File: src/rtl/rv32i_types.sv
// Shared types for the RV32 M-extension multiply/divide sequencer.
package rv32i_types;

  typedef enum logic [2:0] {
    S_IDLE,
    S_PREP,
    S_CALC,
    S_FIXUP,
    S_DONE
  } muldiv_state_t;

  typedef enum logic [2:0] {
    F3_MUL    = 3'b000,
    F3_MULH   = 3'b001,
    F3_MULHSU = 3'b010,
    F3_MULHU  = 3'b011,
    F3_DIV    = 3'b100,
    F3_DIVU   = 3'b101,
    F3_REM    = 3'b110,
    F3_REMU   = 3'b111
  } muldiv_funct3_t;

endpackage

File: src/rtl/muldiv_iter.sv
// One-bit-per-cycle datapath: shift-add multiply, restoring divide.
module muldiv_iter #(
  parameter int XLEN = 32
) (
  input  logic              clk,
  input  logic              rst,
  input  logic              load,
  input  logic              step,
  input  logic              is_div,
  input  logic [XLEN-1:0]   a,
  input  logic [XLEN-1:0]   b,
  output logic [2*XLEN-1:0] acc,
  output logic [XLEN-1:0]   quotient,
  output logic [XLEN-1:0]   remainder
);

  logic [2*XLEN-1:0] r_acc;
  logic [XLEN-1:0]   r_b;
  logic [XLEN:0]     w_sum;
  logic [XLEN:0]     w_diff;

  // acc = {high, low}: product accumulates in high, multiplier shifts out of low;
  // for divide, high is the partial remainder and low collects quotient bits.
  assign w_sum  = {1'b0, r_acc[2*XLEN-1:XLEN]} + {1'b0, r_b};
  assign w_diff = r_acc[2*XLEN-1:XLEN-1] - {1'b0, r_b};

  always_ff @(posedge clk or negedge rst) begin
    if (!rst) begin
      r_acc <= '0;
      r_b   <= '0;
    end else if (load) begin
      r_acc <= {{XLEN{1'b0}}, a};
      r_b   <= b;
    end else if (step) begin
      if (is_div) begin
        if (!w_diff[XLEN])
          r_acc <= {w_diff[XLEN-1:0], r_acc[XLEN-2:0], 1'b1};
        else
          r_acc <= {r_acc[2*XLEN-2:0], 1'b0};
      end else begin
        if (r_acc[0])
          r_acc <= {w_sum, r_acc[XLEN-1:1]};
        else
          r_acc <= {1'b0, r_acc[2*XLEN-1:1]};
      end
    end
  end

  assign acc       = r_acc;
  assign quotient  = r_acc[XLEN-1:0];
  assign remainder = r_acc[2*XLEN-1:XLEN];

endmodule

File: src/rtl/muldiv_sequencer.sv
// M-extension sequencer: FSM, special-case shortcuts and sign fixup
// around the muldiv_iter datapath.
module muldiv_sequencer
  import rv32i_types::*;
#(
  parameter int XLEN = 32,
  parameter int ITER = XLEN
) (
  input  logic            clk,
  input  logic            rst,
  input  logic            start,
  input  logic [2:0]      funct3,
  input  logic [XLEN-1:0] rs1,
  input  logic [XLEN-1:0] rs2,
  input  logic            flush,
  output logic            stall,
  output logic            busy,
  output logic            done,
  output logic [XLEN-1:0] result
);

  localparam int CW = $clog2(ITER);

  muldiv_state_t  r_state, w_next;
  muldiv_funct3_t r_f3;
  logic [XLEN-1:0] r_rs1, r_rs2, r_result;
  logic            r_neg1, r_neg2;
  logic [CW-1:0]   r_cnt;

  logic w_accept, w_dz, w_ovf, w_sdiv;
  logic w_s1, w_s2, w_last;
  logic [XLEN-1:0]   w_a, w_b, w_q, w_r, w_spec, w_fix;
  logic [2*XLEN-1:0] w_acc, w_prod;

  assign w_accept = (r_state == S_IDLE) && start && !flush;
  assign w_sdiv   = funct3[2] && !funct3[0];
  assign w_dz     = funct3[2] && (rs2 == '0);
  assign w_ovf    = w_sdiv && (rs1 == {1'b1, {(XLEN-1){1'b0}}})
                    && (rs2 == '1);
  assign w_last   = (r_cnt == CW'(ITER - 1));

  // funct3[1] separates REM/REMU from DIV/DIVU within the divide group.
  always_comb begin
    w_spec = '1;
    if (w_dz)
      w_spec = funct3[1] ? rs1 : '1;
    else if (w_ovf)
      w_spec = funct3[1] ? '0 : rs1;
  end

  assign w_s1 = r_rs1[XLEN-1] && (r_f3 == F3_MULH || r_f3 == F3_MULHSU
                || r_f3 == F3_DIV || r_f3 == F3_REM);
  assign w_s2 = r_rs2[XLEN-1] && (r_f3 == F3_MULH
                || r_f3 == F3_DIV || r_f3 == F3_REM);
  assign w_a  = w_s1 ? -r_rs1 : r_rs1;
  assign w_b  = w_s2 ? -r_rs2 : r_rs2;

  muldiv_iter #(.XLEN(XLEN)) u_iter (
    .clk       (clk),
    .rst       (rst),
    .load      (r_state == S_PREP),
    .step      (r_state == S_CALC),
    .is_div    (r_f3[2]),
    .a         (w_a),
    .b         (w_b),
    .acc       (w_acc),
    .quotient  (w_q),
    .remainder (w_r)
  );

  assign w_prod = (r_neg1 ^ r_neg2) ? -w_acc : w_acc;

  always_comb begin
    w_fix = '0;
    unique case (r_f3)
      F3_MUL:                       w_fix = w_prod[XLEN-1:0];
      F3_MULH, F3_MULHSU, F3_MULHU: w_fix = w_prod[2*XLEN-1:XLEN];
      F3_DIV:  w_fix = (r_neg1 ^ r_neg2) ? -w_q : w_q;
      F3_DIVU: w_fix = w_q;
      F3_REM:  w_fix = r_neg1 ? -w_r : w_r;
      F3_REMU: w_fix = w_r;
      default: w_fix = '0;
    endcase
  end

  always_comb begin
    w_next = r_state;
    unique case (r_state)
      S_IDLE:  if (start) w_next = (w_dz || w_ovf) ? S_DONE : S_PREP;
      S_PREP:  w_next = S_CALC;
      S_CALC:  if (w_last) w_next = S_FIXUP;
      S_FIXUP: w_next = S_DONE;
      S_DONE:  w_next = S_IDLE;
      default: w_next = S_IDLE;
    endcase
    if (flush) w_next = S_IDLE;
  end

  always_ff @(posedge clk or negedge rst) begin
    if (!rst) begin
      r_state  <= S_IDLE;
      r_f3     <= F3_MUL;
      r_rs1    <= '0;
      r_rs2    <= '0;
      r_neg1   <= 1'b0;
      r_neg2   <= 1'b0;
      r_cnt    <= '0;
      r_result <= '0;
    end else begin
      r_state <= w_next;
      if (w_accept) begin
        r_f3  <= muldiv_funct3_t'(funct3);
        r_rs1 <= rs1;
        r_rs2 <= rs2;
        if (w_dz || w_ovf) r_result <= w_spec;
      end
      if (r_state == S_PREP) begin
        r_neg1 <= w_s1;
        r_neg2 <= w_s2;
        r_cnt  <= '0;
      end else if (r_state == S_CALC && !w_last) begin
        r_cnt <= r_cnt + 1'b1;
      end
      if (r_state == S_FIXUP && !flush) r_result <= w_fix;
    end
  end

  assign busy   = (r_state != S_IDLE);
  assign done   = (r_state == S_DONE) && !flush;
  assign stall  = (start && r_state == S_IDLE)
                  || (r_state != S_IDLE && r_state != S_DONE);
  assign result = r_result;

endmodule

File: config.mk
export PLATFORM = sky130hd
export DESIGN_NAME = muldiv_sequencer
export DESIGN_NICKNAME = d
export VERILOG_FILES = /design/src/rtl/rv32i_types.sv /design/src/rtl/muldiv_iter.sv /design/src/rtl/muldiv_sequencer.sv
export SDC_FILE = /design/constraint.sdc
export NUM_CORES = 1
export LEC_CHECK = 0
export BUFFER_PORTS_ARGS = -buffer_cell sky130_fd_sc_hd__buf_2
export CORE_UTILIZATION = 35
export CTS_BUF_LIST = sky130_fd_sc_hd__clkbuf_2
export DETAILED_ROUTE_END_ITERATION = 8
export MAX_ROUTING_LAYER = met4
export PLACE_DENSITY = 0.51
export SLEW_MARGIN = 20
export SYNTH_ARGS = -nofsm -noshare
export SYNTH_HDL_FRONTEND = slang
export SYNTH_SLANG_ARGS = --single-unit
File: constraint.sdc
create_clock -name clk -period 3.84 [get_ports clk]
set_input_delay 0.96 -clock clk [delete_from_list [all_inputs] [get_ports clk]]
set_output_delay 0.96 -clock clk [all_outputs]
set_load 0.05 [all_outputs]
=== After elaboration in Yosys (flattened, before gate mapping) ===
Index checks and enable logic that the tools add are counted.
Widths: inputs -> output; s select.

* Equality and inequality tests: 17
* Muxes and demuxes: 25
* Add/subtract/negate cells: 8
* Reductions and logical operators: 33
* Bitwise logic cells: 1

{| class="wikitable"
|+ Operator list
! cell !! count
|-
| $mux 64 || 6
|-
| $mux 32 || 11
|-
| $pmux 32 s6 || 1
|-
| $neg 32->32 || 4
|-
| $eq 32x32->1 const B || 2
|-
| $neg 64->64 || 1
|-
| $add 32x32->33 || 1
|-
| $sub 33x32->33 || 1
|-
| $logic_not 32->1 || 1
|-
| $eq 3x3->1 const B || 5
|-
| $eq 3x2->1 const B || 4
|-
| $logic_and 1x1->1 || 12
|-
| $mux 3 || 4
|-
| $pmux 3 s4 || 1
|-
| $mux 5 || 2
|-
| $ne 3x3->1 const B || 3
|-
| $reduce_bool 2->1 || 4
|-
| $logic_or 1x1->1 || 7
|-
| $eq 3x1->1 const B || 2
|-
| $logic_not 3->1 || 2
|-
| $add 5x1->5 const B || 1
|-
| $eq 5x5->1 const B || 1
|-
| $reduce_and 2->1 || 2
|-
| $logic_not 1->1 || 3
|-
| 3 further kinds || 3
|}

* Bits in registers: 205
* Input port bits: 71
* Output and inout bits: 35
* Word-level logic and storage cells: 94

=== Depth between registers and ports, before layout ===
* Word-level depth: 9
* Depth in mapped cells: 14
* Gate-level depth less buffers: 12

=== Cells and area by module ===
A second synthesis with hierarchy kept.

* Cells, all modules: 2602
* Area, all modules: 19615.1 µm²

{| class="wikitable"
|+ By module, submodules not included
! module !! area an instance (µm²) !! sequential area each (µm²) !! instances !! cells an instance
|-
| muldiv_sequencer || 10754.1 || 2727.6 || 1 || 1480
|-
| muldiv_iter || 8861.0 || 2402.3 || 1 || 1122
|}

=== Least setup slack after synthesis ===
No wires, ideal clock.

* Path kind: input-to-output
* From: input flush
* To: output done
* Buffers on the path: 0
* Required time: 2.880 ns
* Setup slack: 0.277 ns
* Arrival time: 2.603 ns
* Cell stages on the path: 1
* Path through: nor4b_1

* Cells in the longest elaborated chain, start to end: 2

{| class="wikitable"
|+ RTL lines
! what !! RTL line !! source
|-
| start: declaration || muldiv_sequencer.sv:15 || <nowiki>input logic flush,</nowiki>
|-
| $logic_not 1->1 || muldiv_sequencer.sv:129 || <nowiki>assign done = (r_state == S_DONE) && !flush;</nowiki>
|-
| $logic_and 1x1->1 || muldiv_sequencer.sv:129 ||
|-
| end: declaration || muldiv_sequencer.sv:18 || <nowiki>output logic done,</nowiki>
|}

No other way between the ends.

=== Worst setup path after layout ===
* From: register u_iter.r_acc[6] (netlist: u_iter.acc[6])
* To: register r_result[23] (netlist: result[23])

* Cells in the longest elaborated chain, start to end: 4

{| class="wikitable"
|+ RTL lines
! what !! RTL line !! source
|-
| start: declaration || muldiv_iter.sv:17 || <nowiki>logic [2*XLEN-1:0] r_acc;</nowiki>
|-
| start signal: assignment || muldiv_iter.sv:32 || <nowiki>r_acc <= {{XLEN{1'b0}}, a};</nowiki>
|-
| start signal: assignment || muldiv_iter.sv:37 || <nowiki>r_acc <= {w_diff[XLEN-1:0], r_acc[XLEN-2:0], 1'b1};</nowiki>
|-
| start signal: assignment || muldiv_iter.sv:39 || <nowiki>r_acc <= {r_acc[2*XLEN-2:0], 1'b0};</nowiki>
|-
| $neg 64->64 or $neg 32->32 (tied branches) || muldiv_sequencer.sv:71, muldiv_sequencer.sv:78 ||
|-
| $mux 64 or $mux 32 (tied branches) || muldiv_sequencer.sv:71, muldiv_sequencer.sv:78 ||
|-
| $pmux 32 s6 (*) || muldiv_sequencer.sv:75 || <nowiki>unique case (r_f3)</nowiki>
|-
| $mux 32 (*) || muldiv_sequencer.sv:124 || <nowiki>if (r_state == S_FIXUP && !flush) r_result <= w_fix;</nowiki>
|-
| end signal: assignment || muldiv_sequencer.sv:115 || <nowiki>if (w_dz || w_ovf) r_result <= w_spec;</nowiki>
|-
| end signal: assignment || muldiv_sequencer.sv:124 ||
|-
| end: declaration || muldiv_sequencer.sv:26 || <nowiki>logic [XLEN-1:0] r_rs1, r_rs2, r_result;</nowiki>
|}

Mark *: on every way between the ends. The rest lies on a longest branch, timed or not.
A chain may end at the register's enable or synchronous reset.

==> impl_results.md <==
- First-pass GRT wire length: 106000 um
- Pre-antenna DRT Iters: 6
- Die Width: 226 um
- Setup tns final: 0 ps
- H-tree Lvls: 2
- Peak supply drop: 0.000307 V
- Vias: 17800
- Netlist cell types: 84
- Overall Global Routing Usage: 28.2%
- Setup CP Type: flop to flop
- Register area share after synthesis: 29.3%
- RSZ-0062 raised after global routing: no
- Ys async rst share: 100%
- Core footprint: 49200 um^2
- DRC Markers: 0
- Clock slew at reported path FFs: 110 ps
- Setup crit end kind: flop
- Fin Clk Skew: 48.8 ps
- Clk_lat worst skew: 1030 ps
- DP Wirelength: 53100 um
- Worst Tran Pin Value: 1020 ps
- Nets: 2420
- Largest net degree at the start of global routing: 74
- Layout cells sized above 1: 17.7%
- CTS Buffer Depth: 3
- # setup viols final: 0
- Final Max Tran Viols: 0
- Initial Util: 35.6%
- Gr ovfl total: 0
- Synth Flop Type: dfrtp_1
- # port buffers: 105
- Num ports: 106
- Post-Syn Area: 17500 um^2
- Syn avg cell area: 8.09 um^2
- Area contributors post-synth: dfrtp_1, o21ai_0, ha_1, xnor2_1, nand2_1
- Initial drt markers: 1682
- Pwr Density: 928 nW/um^2
- Die area: 50900 um^2
- CP arrival: 4690 ps
- P&R area growth vs syn: 12.5%
- Max Cap Viol: 0
- Wirelength per Cell: 23.5 um
- Antenna Nets Post-Route: 0
- Placer Congestion: 0.959
- Status: completed
- Fin crit period: 3800 ps
- Initial antenna violation count: 4
- Achievable clock frequency: 0.263 GHz
- TritonCTS sink count: 205
- Period utilisation layout: 99.1%
- Row Count: 81
- Seq cells post-synth: 205
- Worst-path fanout max: 8
- YS warnings: 0
- WHS: 153 ps
- Startpoint types: flop
- CTS tree: done
- Worst slew margin: 31.6%
- HP Class: primary input to flop
- Clk root buf: clkbuf_2
- Final hold viol count: 0
- Num CTS Buffers: 55
- Area fraction of the dominant cell type after synthesis: 29.3%
- Worst path required time: 4730 ps
- Die Y-Extent: 226 um
- Number of synthesized flops with an enable pin: 0
- Mapped Cells: 2164
- Final wirelength: 70200 um
- Avg Vias per Cell: 5.95
- Yosys top cell by area: dfrtp_1
- Vias in the first global route: 17000
- Syn_nets: 2307
- Static Leak: 8.46 nW
layout by cell type, fill, tap and decap left out, types with 47 or more instances in the layout:
master      n
inv_1      63
xnor2_1    99
mux2i_1    47
dfrtp_1   203
ha_1       70
a21oi_1   153
nand2_1   231
o211ai_1   49
buf_4     116
o21ai_0   187
buf_2     104
mux2_2     70
nor2_1    159
xor2_1     74
clkbuf_2   74
synth_stat cells (7+ instances only):
cell and count:
inv_1 63, or4_1 11, and4_1 7, mux2i_1 47, a21oi_1 153, nand3_1 36, a221oi_1 13, nand2b_1 12
nor4_1 36, dfrtp_1 205, o31ai_1 26, o2111ai_1 8, o41ai_1 10, xnor2_1 100, xor2_1 75, a211oi_1 32
mux2_2 70, a21o_1 29, nand4_1 25, a221o_1 11, ha_1 70, or2_2 9, a22o_1 18, o22ai_1 10
o221ai_1 12, nor2_1 162, nor2b_1 21, and3_1 20, a22oi_1 15, a31oi_1 25, o211ai_1 49, or3_1 17
o21a_1 12, nor3_1 44, clkbuf_1 148, nand2_1 231, and2_1 17, o21ai_0 187, buf_1 14
stage by stage:
step	utilization (%)	instances	total power, mW	area [um^2]	worst slack [ps]
2_1_floorplan	-	2164	12.4	17500	277
3_3_place_gp	39.0	2883	16.3	19200	262
3_5_place_dp	39.0	2883	16.3	19200	184
4_1_cts	40.1	2987	18.0	19700	157
5_1_grt	40.1	2990	19.6	19700	56.6
6_report	40.1	2990	18.3	19700	36.4
sequential cells by signal (all words and copies together), names as in the netlist:
signal      flops
u_iter.acc     64
r_rs1          32
r_rs2          32
result         32
u_iter.r_b     32
r_cnt           5
r_f3            3
r_state         3
r_neg1          1
r_neg2          1
report_power, final:
part	internal, mW	switching [mW]	total [mW]
clock network	0.539	1.06	1.60
logic	4.75	7.73	12.5
registers	2.94	1.26	4.20
total	8.23	10.1	18.3
what timing repair did:
| item | 4_1_cts | 5_1_grt |
|---|---|---|
| hold buffers | 1 | 0 |
| setup endpoints to repair | 0 | 4 |
| buffers inserted | 0 | 0 |
| endpoints found under the hold margin | 69 | 0 |
| gates resized for setup | 0 | 1 |
cell type report:
| class | instances | area [um^2] |
|---|---|---|
| Fill cell | 5121 | 29500 |
| Antenna cell | 3 | 7.51 |
| Inverter | 65 | 244 |
| Multi-Input combinational cell | 1726 | 11500 |
| Timing Repair Buffer | 224 | 1460 |
| Clock inverter | 29 | 120 |
| Sequential cell | 205 | 5130 |
| Clock buffer | 74 | 370 |
| Tap cell | 664 | 831 |
path summary, 6_finish.rpt:
check | slack, ps | cells after the start | from | end
min in group asynchronous | 510 | 2 | rst | r_rs2[2]
worst min-delay path | 150 | 2 | flush | r_state[1]
worst min register to register | 510 | 1 | result[24] | result[24]
max in group asynchronous | 2530 | 3 | rst | u_iter.acc[41]
worst max-delay path | 40 | 9 | u_iter.acc[6] | result[23]
worst max register to register | 40 | 9 | u_iter.acc[6] | result[23]
worst max-delay path, stage by stage (launching register included):
cell and delay [ps]:
dfrtp_1 460, or4_4 630, nor4_4 520, nand4_2 430, buf_4 310, nand2_1 60
o22ai_1 70, a2111oi_0 830, buf_4 280, o21ai_0 100
cell families after synthesis:
kind of cell | Yosys count | synth area share, %
buffers and inverters | 233 | 5.11
flip-flops | 205 | 29.3
AND/OR/NAND/NOR | 685 | 19.4
adder cells (fa/ha/maj) | 72 | 5.23
multiplexers | 117 | 7.19
XOR/XNOR | 175 | 8.75
AO/OA/AOI/OAI | 677 | 25.0
per-layer routing:
| layer | vias up | part of all wire [%] | wire length (um) | GRT usage, % |
|---|---|---|---|---|
| li1 | 8211 | - | - | - |
| met1 | 8699 | 47 | 32700 | 39.7 |
| met2 | 737 | 43 | 30000 | 40.0 |
| met3 | 130 | 7.5 | 5260 | 5.15 |
| met4 | 0 | 3.2 | 2280 | 9.90 |
| met5 | - | 0 | 0 | - |
No activity file was read; power rests on OpenSTA's default activity.
